--- config.mk ---
export PLATFORM = sky130hd
export DESIGN_NAME = add_pipe_flat
export DESIGN_NICKNAME = d
export VERILOG_FILES = /design/src/rtl/add_pipe_if.sv /design/src/rtl/add_pipe.sv /design/src/flat_wrapper.sv
export SDC_FILE = /design/constraint.sdc
export NUM_CORES = 1
export LEC_CHECK = 0
export CAP_MARGIN = 20
export CORE_MARGIN = 1.5
export CORE_UTILIZATION = 35
export CTS_CLUSTER_DIAMETER = 150
export DETAILED_ROUTE_END_ITERATION = 10
export HOLD_SLACK_MARGIN = 0.12
export PLACE_DENSITY = 0.64
export SYNTH_ARGS = -nofsm -noshare
export SYNTH_HDL_FRONTEND = slang
export SYNTH_SLANG_ARGS = --single-unit
--- constraint.sdc ---
create_clock -name clk -period 1.45 [get_ports clk]
set_input_delay 0.3625 -clock clk [delete_from_list [all_inputs] [get_ports clk]]
set_output_delay 0.3625 -clock clk [all_outputs]
set_load 0.05 [all_outputs]
--- src/rtl/add_pipe_if.sv ---
// Operand/result handshake bundle for add_pipe.
// The ovf signal exists only when ADD_PIPE_OVF_EN is defined.
interface add_pipe_if #(
  parameter int WIDTH = 8
) ();
  logic             in_valid;
  logic             in_ready;
  logic [WIDTH-1:0] a;
  logic [WIDTH-1:0] b;
  logic             cin;
  logic             sub;
  logic             out_valid;
  logic             out_ready;
  logic [WIDTH-1:0] sum;
  logic             cout;
`ifdef ADD_PIPE_OVF_EN
  logic             ovf;

  modport master (
    output in_valid, a, b, cin, sub, out_ready,
    input  in_ready, out_valid, sum, cout, ovf
  );
  modport slave (
    input  in_valid, a, b, cin, sub, out_ready,
    output in_ready, out_valid, sum, cout, ovf
  );
`else
  modport master (
    output in_valid, a, b, cin, sub, out_ready,
    input  in_ready, out_valid, sum, cout
  );
  modport slave (
    input  in_valid, a, b, cin, sub, out_ready,
    output in_ready, out_valid, sum, cout
  );
`endif
endinterface

--- src/rtl/add_pipe.sv ---
// Pipelined WIDTH-bit add/subtract, one CW-bit chunk per stage, with per-stage valid/ready.
// Optional signed-overflow output enabled by defining ADD_PIPE_OVF_EN.
module add_pipe #(
  parameter int WIDTH  = 8,
  parameter int STAGES = 2
) (
  input  logic       clk,
  input  logic       rst,
  add_pipe_if.slave  bus
);
  localparam int CW = WIDTH / STAGES;
  localparam int L  = STAGES - 1;

  logic [STAGES-1:0]            vld_pk;
  logic [STAGES-1:0]            carry_pk;
  logic [STAGES-1:0]            rdy;
  logic [STAGES-1:0][WIDTH-1:0] a_pk;
  logic [STAGES-1:0][WIDTH-1:0] b_pk;
  logic [STAGES-1:0][WIDTH-1:0] sum_pk;

  logic [STAGES-1:0][WIDTH-1:0] a_i;
  logic [STAGES-1:0][WIDTH-1:0] b_i;
  logic [STAGES-1:0][WIDTH-1:0] s_i;
  logic [STAGES-1:0][WIDTH-1:0] s_n;
  logic [STAGES-1:0]            c_i;
  logic [STAGES-1:0]            c_n;
  logic [STAGES-1:0]            v_i;
  logic [CW:0]                  r;
`ifdef ADD_PIPE_OVF_EN
  logic                         ovf_n;
  logic                         ovf_pk;
`endif
  logic                         unused_bits;

  function automatic logic [CW:0] chunk_add(input logic [CW-1:0] x,
                                            input logic [CW-1:0] y,
                                            input logic          c);
    return {1'b0, x} + {1'b0, y} + {{CW{1'b0}}, c};
  endfunction

  // A stage can load when it, or any stage downstream of it, has a free slot.
  always_comb begin : flow
    logic acc;
    acc = 1'b0;
    rdy = '0;
    for (int k = 0; k < STAGES; k++) begin
      acc = bus.out_ready;
      for (int j = k; j < STAGES; j++) acc = acc | ~vld_pk[j];
      rdy[k] = acc;
    end
  end

  always_comb begin : datapath
    a_i = '0;
    b_i = '0;
    s_i = '0;
    s_n = '0;
    c_i = '0;
    c_n = '0;
    v_i = '0;
    r   = '0;
    a_i[0] = bus.a;
    b_i[0] = bus.sub ? ~bus.b : bus.b;
    c_i[0] = bus.sub | bus.cin;
    v_i[0] = bus.in_valid;
    for (int k = 1; k < STAGES; k++) begin
      a_i[k] = a_pk[k-1];
      b_i[k] = b_pk[k-1];
      s_i[k] = sum_pk[k-1];
      c_i[k] = carry_pk[k-1];
      v_i[k] = vld_pk[k-1];
    end
    for (int k = 0; k < STAGES; k++) begin
      r                   = chunk_add(a_i[k][k*CW +: CW], b_i[k][k*CW +: CW], c_i[k]);
      s_n[k]              = s_i[k];
      s_n[k][k*CW +: CW]  = r[CW-1:0];
      c_n[k]              = r[CW];
    end
`ifdef ADD_PIPE_OVF_EN
    // MSB sum bit = a ^ b' ^ carry-in, so the carry into the MSB falls out of the XOR.
    ovf_n = a_i[L][WIDTH-1] ^ b_i[L][WIDTH-1] ^ s_n[L][WIDTH-1] ^ c_n[L];
`endif
  end

  // ---- stage registers: stage k resolves chunk k, all else rides along ----
  always_ff @(posedge clk or posedge rst) begin
    if (rst) begin
      vld_pk   <= '0;
      carry_pk <= '0;
      a_pk     <= '0;
      b_pk     <= '0;
      sum_pk   <= '0;
    end else begin
      for (int k = 0; k < STAGES; k++) begin
        if (rdy[k]) begin
          vld_pk[k]   <= v_i[k];
          carry_pk[k] <= c_n[k];
          a_pk[k]     <= a_i[k];
          b_pk[k]     <= b_i[k];
          sum_pk[k]   <= s_n[k];
        end
      end
    end
  end

`ifdef ADD_PIPE_OVF_EN
  always_ff @(posedge clk or posedge rst) begin
    if (rst)         ovf_pk <= 1'b0;
    else if (rdy[L]) ovf_pk <= ovf_n;
  end

  assign bus.ovf = ovf_pk;
`endif

  // Operand copies in the last stage have no consumer.
  assign unused_bits   = ^{a_pk[L], b_pk[L]};

  assign bus.in_ready  = rdy[0];
  assign bus.out_valid = vld_pk[L];
  assign bus.sum       = sum_pk[L];
  assign bus.cout      = carry_pk[L];
endmodule

--- src/flat_wrapper.sv ---
// flat-port wrapper written by rule: the top's interface ports become plain ports
module add_pipe_flat 
#(
  parameter int WIDTH  = 8,
  parameter int STAGES = 2
)
  (clk, rst, bus_in_valid, bus_a, bus_b, bus_cin, bus_sub, bus_out_ready, bus_in_ready, bus_out_valid, bus_sum, bus_cout);
  add_pipe_if #(.WIDTH(WIDTH)) bus_i ();
  input  logic clk;
  input  logic rst;
  input wire logic [$bits(bus_i.in_valid)-1:0] bus_in_valid;
  input wire logic [$bits(bus_i.a)-1:0] bus_a;
  input wire logic [$bits(bus_i.b)-1:0] bus_b;
  input wire logic [$bits(bus_i.cin)-1:0] bus_cin;
  input wire logic [$bits(bus_i.sub)-1:0] bus_sub;
  input wire logic [$bits(bus_i.out_ready)-1:0] bus_out_ready;
  output wire logic [$bits(bus_i.in_ready)-1:0] bus_in_ready;
  output wire logic [$bits(bus_i.out_valid)-1:0] bus_out_valid;
  output wire logic [$bits(bus_i.sum)-1:0] bus_sum;
  output wire logic [$bits(bus_i.cout)-1:0] bus_cout;
  assign bus_i.in_valid = bus_in_valid;
  assign bus_i.a = bus_a;
  assign bus_i.b = bus_b;
  assign bus_i.cin = bus_cin;
  assign bus_i.sub = bus_sub;
  assign bus_i.out_ready = bus_out_ready;
  assign bus_in_ready = bus_i.in_ready;
  assign bus_out_valid = bus_i.out_valid;
  assign bus_sum = bus_i.sum;
  assign bus_cout = bus_i.cout;
  add_pipe #(.WIDTH(WIDTH), .STAGES(STAGES)) u_core (.clk(clk), .rst(rst), .bus(bus_i));
endmodule
==> flow_metrics.py, run 1 <==
metrics = {
    "setup_path": {
        "worstPathArrival_ns": 1.82,
        "crit_family": "adder cells",
        "start_kind": "input port",
        "slowest_stage": "fa_2",
        "path_class": "in -> reg",
        "crit_buf_inv": 1,
        "required_ns": 1.65,
        "cpPeakStageDelay_ns": 0.37,
        "path_cells": "buf_8, or2_4, fa_2, fa_2, a21o_1, a21oi_1, a21oi_1",
        "crit_path_end_kind": "flop",
        "critPathMaxFanout": 3,
    },
    "cts": {
        "clkTransAtPathRegs_ns": 0.12,
        "cts_made_buffers": 3,
        "clk_latency_ns": 0.30,
        "cts.sinks": 24,
        "cts-root-buf": "clkbuf_4",
        "cts_tree": "built",
        "cts-hold-fix-buffers": 0,
        "cts_max_level": 1,
        "cts_buffer_depth": 2,
    },
    "timing": {
        "finalSetupTns_ns": -0.657,
        "min_period_ns": 1.62,
        "finalHoldViolations": 0,
        "skew_ns": 0.00343,
        "timing.final.crit_share_pct": 112,
        "rsz0062_at_grt": "true",
        "maxSlewHeadroom_pct": 79.5,
        "tightest_slew_ns": 0.308,
        "fin_ws_ns": -0.170,
        "setup_violations": 7,
        "maxSlewViolCount": 0,
        "clock.fmax_ghz": 0.617,
    },
    "logic_synthesis": {
        "synthTopCellsByArea": "dfrtp_1 (47%), fa_1 (6.3%), ha_1 (5.9%)",
        "synthTopCellsByCount": "dfrtp_1 (24), a21oi_1 (10), nor2_1 (10)",
        "synth_top_area_cell": "dfrtp_1",
        "netlist_area_mm2": 0.00128,
        "synth.most_common_cell": "dfrtp_1",
        "synth_cell_types": 30,
        "syn_inst": 107,
        "ys.warnings.count": 0,
        "yosysTopAreaCellShare_pct": 47.1,
        "syn_area_per_cell_um2": 11.9,
        "ys_dominant_reg_cell": "dfrtp_1",
        "syn-num-nets": 139,
        "ys_async_sr_fraction_pct": 100,
        "seq_area_frac_synth_pct": 47.1,
        "synth-edff-count": 0,
        "synth_seq_cells": 24,
    },
    "detailed_routing": {
        "vias": 923,
        "vias_per_cell": 4.57,
        "drc_errors": 0,
        "wire_per_inst_um": 12.4,
        "detail-route-antenna-nets": 0,
        "routed_wl_um": 2500,
        "drt_iter0_drc": 11,
        "dr.pass1.iters": 4,
    },
    "grt": {
        "grt.total_usage_pct": 13.9,
        "busiest_layer": "met2",
        "grt_first_pass_wirelength_um": 4390,
        "grt_max_degree": 25,
        "use_met1_pct": 19.0,
        "gr-usage-met3_pct": 1.25,
        "grt.met2_usage_pct": 22.6,
        "grt_overflow": 0,
        "grt_antenna_before_repair": 0,
        "grt_pass1_vias": 980,
    },
    "die": {
        "die_height_um": 63.4,
        "start_util_pct": 37.4,
        "die_x_um": 63.4,
        "die_area_mm2": 0.00402,
        "placementRows": 21,
        "coreArea_mm2": 0.00342,
        "ios": 33,
    },
    "outcome": {
        "status": "complete, but fails checks",
        "violations": "setup timing",
    },
    "placed_design": {
        "routabilityCongestion": 0.766,
        "pre_cts_ws_ns": -0.949,
        "place_hpwl_um": 1940,
        "portBuffers": 32,
    },
    "layout": {
        "syn_to_final_growth_pct": 54.1,
        "nNetsFinal": 190,
        "n_antenna_cell": 0,
        "drive_above_1_share_pct": 39.1,
    },
    "power_and_ir_drop": {
        "vdd_ir_drop_max_mv": 0.649,
        "powerDensity_mw_per_mm2": 1350,
        "power_leakage_nw": 0.897,
    },
    "hold_path": {
        "hp-class": "in -> async",
    },
    "flow_run": {
        "cap_violations": 0,
    },
}
[final cells by class]
type / count / area (um2)
Inverter: 6 / 22.5
Fill cell: 282 / 1450
Multi-Input combinational cell: 73 / 703
Tap cell: 46 / 57.6
Sequential cell: 24 / 601
Clock buffer: 3 / 22.5
Timing Repair Buffer: 50 / 561
[layout by cell type, fill, tap and decap left out, types with 2 or more instances in the layout]
| cell | n |
|---|---|
| a21o_1 | 2 |
| xor2_1 | 4 |
| xnor2_1 | 3 |
| nor2_1 | 10 |
| nand2b_1 | 3 |
| dfrtp_1 | 24 |
| mux2_2 | 4 |
| dlygate4sd2_1 | 3 |
| clkbuf_4 | 3 |
| clkdlybuf4s50_1 | 15 |
| mux2_4 | 6 |
| xor2_2 | 2 |
| a21oi_2 | 2 |
| inv_1 | 5 |
| nor2b_1 | 2 |
| nand2_1 | 2 |
| ha_1 | 5 |
| buf_4 | 17 |
| buf_12 | 11 |
| buf_2 | 2 |
| o21ai_1 | 3 |
| a21oi_1 | 8 |
| fa_2 | 4 |
[per-stage QoR]
stage               hold WS (ns)  utilization (%)  power (mW)  std cells  instance area (um2)
detailed placement         0.498             54.0        2.29        194                 1840
finish                     0.399             57.6        2.65        202                 1970
global route               0.450             57.6        2.80        202                 1970
floorplan                  0.377                -        1.64        107                 1300
global placement           0.491             54.0        2.26        194                 1840
CTS                        0.412             55.9        2.62        200                 1910
[path summary, 6_finish.rpt]
check	cells after the start	startpoint	slack, ns	end
max	7	bus_sub	-0.17	u_core.carry_pk[0]$_DFFE_PP0P_
max in group asynchronous	3	rst	0.82	u_core.s_i[10]$_DFFE_PP0P_
min reg2reg	1	u_core.s_i[8]$_DFFE_PP0P_	0.52	u_core.bus.sum[0]$_DFFE_PP0P_
min in group clk	1	u_core.s_i[8]$_DFFE_PP0P_	0.52	u_core.bus.sum[0]$_DFFE_PP0P_
min	3	rst	0.40	u_core.s_i[8]$_DFFE_PP0P_
max reg2reg	4	u_core.a_i[12]$_DFFE_PP0P_	-0.08	u_core.bus.sum[7]$_DFFE_PP0P_
[per-layer routing]
| metal | wire length (um) | vias up |
|---|---|---|
| met2 | 1280 | 15 |
| met1 | 1120 | 448 |
| li1 | - | 458 |
| met4 | 27 | 0 |
| met5 | 0 | - |
| met3 | 65 | 2 |
[logic make-up (layout without fill, tap and decap cells)]
group                      Yosys count  after routing  share of synthesized area [%]
buffers and inverters               10             59                           4.02
DFF                                 24             24                           47.1
AOI/OAI and AO/OA                   17             17                           7.65
xor gates and xnor gates            10             10                           6.86
and+or+nand+nor                     25             25                           11.2
muxes                               11             11                           11.1
adders and majority gates           10             10                           12.2
[sequential cells by signal, indices dropped and copies added (netlist names)]
signal	count
u_core.bus.sum	8
u_core.a_i	4
u_core.b_i	4
u_core.s_i	4
u_core.carry_pk	2
u_core.vld_pk	2
[report_power, final]
group	internal [mW]	switching (mW)	leakage, nW
Sequential	0.830	0.153	0.275
Combinational	0.734	0.647	0.608
Clock	0.0968	0.188	0.0138
Total	1.66	0.988	0.897
[worst min-delay path, stage by stage]
cell and delay, ns:
clkdlybuf4s50_1 0.40, inv_1 0.05, buf_4 0.29
[what timing repair did]
item,4_1_cts,5_1_grt
setup endpoints to repair,10,9
resized for setup,26,7
buffers inserted,3,2
pin swaps,10,4
Note: power is estimated with default switching activity, not from simulation.
==> run 2: changes to the inputs <==
- ABC_AREA: unset -> 1
- HOLD_SLACK_MARGIN: 0.12 -> 0.1
==> run 2 against run 1 <==
  * The run still ends with setup timing left
  * Die area grew 1.3%
  * Core utilization down 1.2 points
  * Worst setup slack better by 0.12 ns
  * Count of clock-buffer cells in the layout grew 1
  * Power down 3.3%
  * Global-route usage decreased by 0.47 points
  * Clock power up 56%
  * Sequential cell count did not move
  * Critical path type unchanged
==> flow_metrics.py, run 2 <==
metrics = {
    "outcome": {
        "status": "complete, but fails checks",
        "violations": "setup timing",
    },
    "grt": {
        "grt.total_usage_pct": 13.4,
        "grt_first_pass_wirelength_um": 4240,
        "grt_pass1_vias": 988,
        "grt_max_degree": 25,
        "grt_overflow": 0,
        "grt_antenna_before_repair": 0,
    },
    "setup_path": {
        "start_kind": "input port",
        "critPathMaxFanout": 4,
        "cpPeakStageDelay_ns": 0.39,
        "worstPathArrival_ns": 1.67,
        "crit_family": "adder cells",
        "path_cells": "buf_8, or2_4, fa_2, fa_2, nand3_2, nand2_1, nand2_1, nand2_1",
        "path_class": "in -> reg",
        "slowest_stage": "fa_2",
        "crit_buf_inv": 1,
        "cpMostUsedCell": "nand2_1",
        "crit_path_end_kind": "flop",
        "required_ns": 1.61,
    },
    "layout": {
        "syn_to_final_growth_pct": 49.9,
        "layout_common_cells": "nand2_1 (48), dfrtp_1 (23), clkdlybuf4s50_1 (14)",
        "fin_util_pct": 56.3,
        "largest_reg_flops": 8,
        "n_antenna_cell": 0,
        "nNetsFinal": 224,
        "drive_above_1_share_pct": 26.7,
        "layout.cells.most_common": "nand2_1",
        "fill_cells": 304,
    },
    "power_and_ir_drop": {
        "powerDensity_mw_per_mm2": 1320,
        "vdd_ir_drop_max_mv": 0.427,
        "power_leakage_nw": 0.952,
    },
    "detailed_routing": {
        "drt_iter0_drc": 31,
        "drc_errors": 0,
        "vias": 1038,
        "dr.pass1.iters": 4,
        "vias_per_cell": 4.38,
        "routed_wl_um": 2490,
        "wire_per_inst_um": 10.5,
        "detail-route-antenna-nets": 0,
    },
    "cts": {
        "clk_latency_ns": 0.27,
        "cts-hold-fix-buffers": 0,
        "cts_max_level": 1,
        "cts.sinks": 24,
        "cts_made_buffers": 3,
        "clkTransAtPathRegs_ns": 0.08,
        "cts_tree": "built",
        "cts_buffer_depth": 2,
        "cts-root-buf": "clkbuf_8",
    },
    "timing": {
        "tightest_slew_ns": 0.302,
        "timing.final.crit_share_pct": 104,
        "rsz0062_at_grt": "true",
        "maxSlewHeadroom_pct": 79.8,
        "finalHoldViolations": 0,
        "min_period_ns": 1.50,
        "finalSetupTns_ns": -0.169,
        "clock.fmax_ghz": 0.665,
        "hold_slack_ns": 0.441,
        "skew_ns": 0.00414,
        "setup_violations": 4,
        "fin_ws_ns": -0.0547,
        "maxSlewViolCount": 0,
    },
    "logic_synthesis": {
        "synth_top_area_cell": "dfrtp_1",
        "ys_async_sr_fraction_pct": 100,
        "syn_inst": 146,
        "synth_seq_cells": 24,
        "ys.warnings.count": 0,
        "synth-edff-count": 0,
        "syn-num-nets": 178,
        "synthTopCellsByCount": "nand2_1 (49), dfrtp_1 (24), inv_1 (15)",
        "synthTopCellsByArea": "dfrtp_1 (46%), nand2_1 (14%), fa_1 (6.2%)",
        "netlist_area_mm2": 0.00129,
        "seq_area_frac_synth_pct": 46.4,
        "synth_cell_types": 18,
        "syn_area_per_cell_um2": 8.86,
        "yosysTopAreaCellShare_pct": 46.4,
        "synth.most_common_cell": "nand2_1",
        "ys_dominant_reg_cell": "dfrtp_1",
    },
    "hold_path": {
        "hp-class": "in -> async",
    },
    "placed_design": {
        "pre_cts_ws_ns": -0.841,
        "place_hpwl_um": 1950,
        "portBuffers": 32,
        "routabilityCongestion": 0.781,
    },
    "flow_run": {
        "cap_violations": 0,
    },
    "die": {
        "die_area_mm2": 0.00407,
        "die_x_um": 63.8,
        "start_util_pct": 37.6,
        "ios": 33,
        "coreArea_mm2": 0.00344,
        "die_height_um": 63.8,
        "placementRows": 21,
    },
}
run 2: cell types whose count changed in the layout (fill, tap and decap cells not counted), sizes merged, moves of 6 or more:
cell and change:
mux2 -10, a21oi -6, inv +9, o21ai +9, nand2 +48, nand3 +8
run 2: worst paths after layout:
kind | startpoint | end | slack [ns] | depth (start not counted)
max | bus_sub | u_core.carry_pk[0]$_DFFE_PP0P_ | -0.05 | 8
min | rst | u_core.bus.sum[1]$_DFFE_PP0P_ | 0.44 | 3
max reg2reg | u_core.a_i[12]$_DFFE_PP0P_ | u_core.bus.sum[5]$_DFFE_PP0P_ | -0.04 | 4
min reg2reg | u_core.a_i[14]$_DFFE_PP0P_ | u_core.a_i[14]$_DFFE_PP0P_ | 0.48 | 2
max in group asynchronous | rst | u_core.vld_pk[1]$_DFFE_PP0P_ | 0.76 | 3
min in group clk | u_core.a_i[14]$_DFFE_PP0P_ | u_core.a_i[14]$_DFFE_PP0P_ | 0.48 | 2
run 2: what timing repair did:
action	4_1_cts	5_1_grt
endpoints found under the setup margin	9	7
pin swaps	10	4
buffers inserted	2	1
gates resized for setup	27	5
run 2: kinds of logic (layout without fill, tap and decap cells):
kind of cell / Yosys count / count (layout) / synth area share (%)
buf+inv: 20 / 65 / 7.25
fa+ha+maj: 10 / 10 / 12.0
flops: 24 / 24 / 46.4
compound gates: 16 / 16 / 6.19
simple gates: 67 / 67 / 22.1
xor+xnor: 9 / 9 / 6.09
run 2: per-stage QoR:
stage,cell area (um2),instances,total power [mW]
floorplan,1320,146,1.54
global placement,1820,230,2.07
detailed placement,1820,230,2.09
CTS,1920,236,2.56
global route,1940,237,2.69
finish,1940,237,2.56
run 2: tightest hold or removal path, cell delays in order:
cell and delay, ns:
clkdlybuf4s50_1 0.40, inv_1 0.05, buf_4 0.29
run 2: where the power goes:
group | switching, mW | internal, mW
logic | 0.610 | 0.574
clock network | 0.202 | 0.242
registers | 0.121 | 0.813
run 2: area by class of cell:
cell class / instances / area (um2) / area share (%)
repair buffers: 45 / 515 / 26.6
multi-input cells: 102 / 648 / 33.4
flip-flops and latches: 24 / 602 / 31.0
inverters: 16 / 61.3 / 3.16
clock buffers: 4 / 55.1 / 2.84
well taps: 46 / 57.6 / 2.97
run 2: per-layer routing:
metal,vias up,wire length (um),track usage [%]
met3,5,131,2.64
met5,-,0,0
met4,0,61,7.34
met2,29,1180,21.7
li1,538,-,-
met1,466,1120,16.8
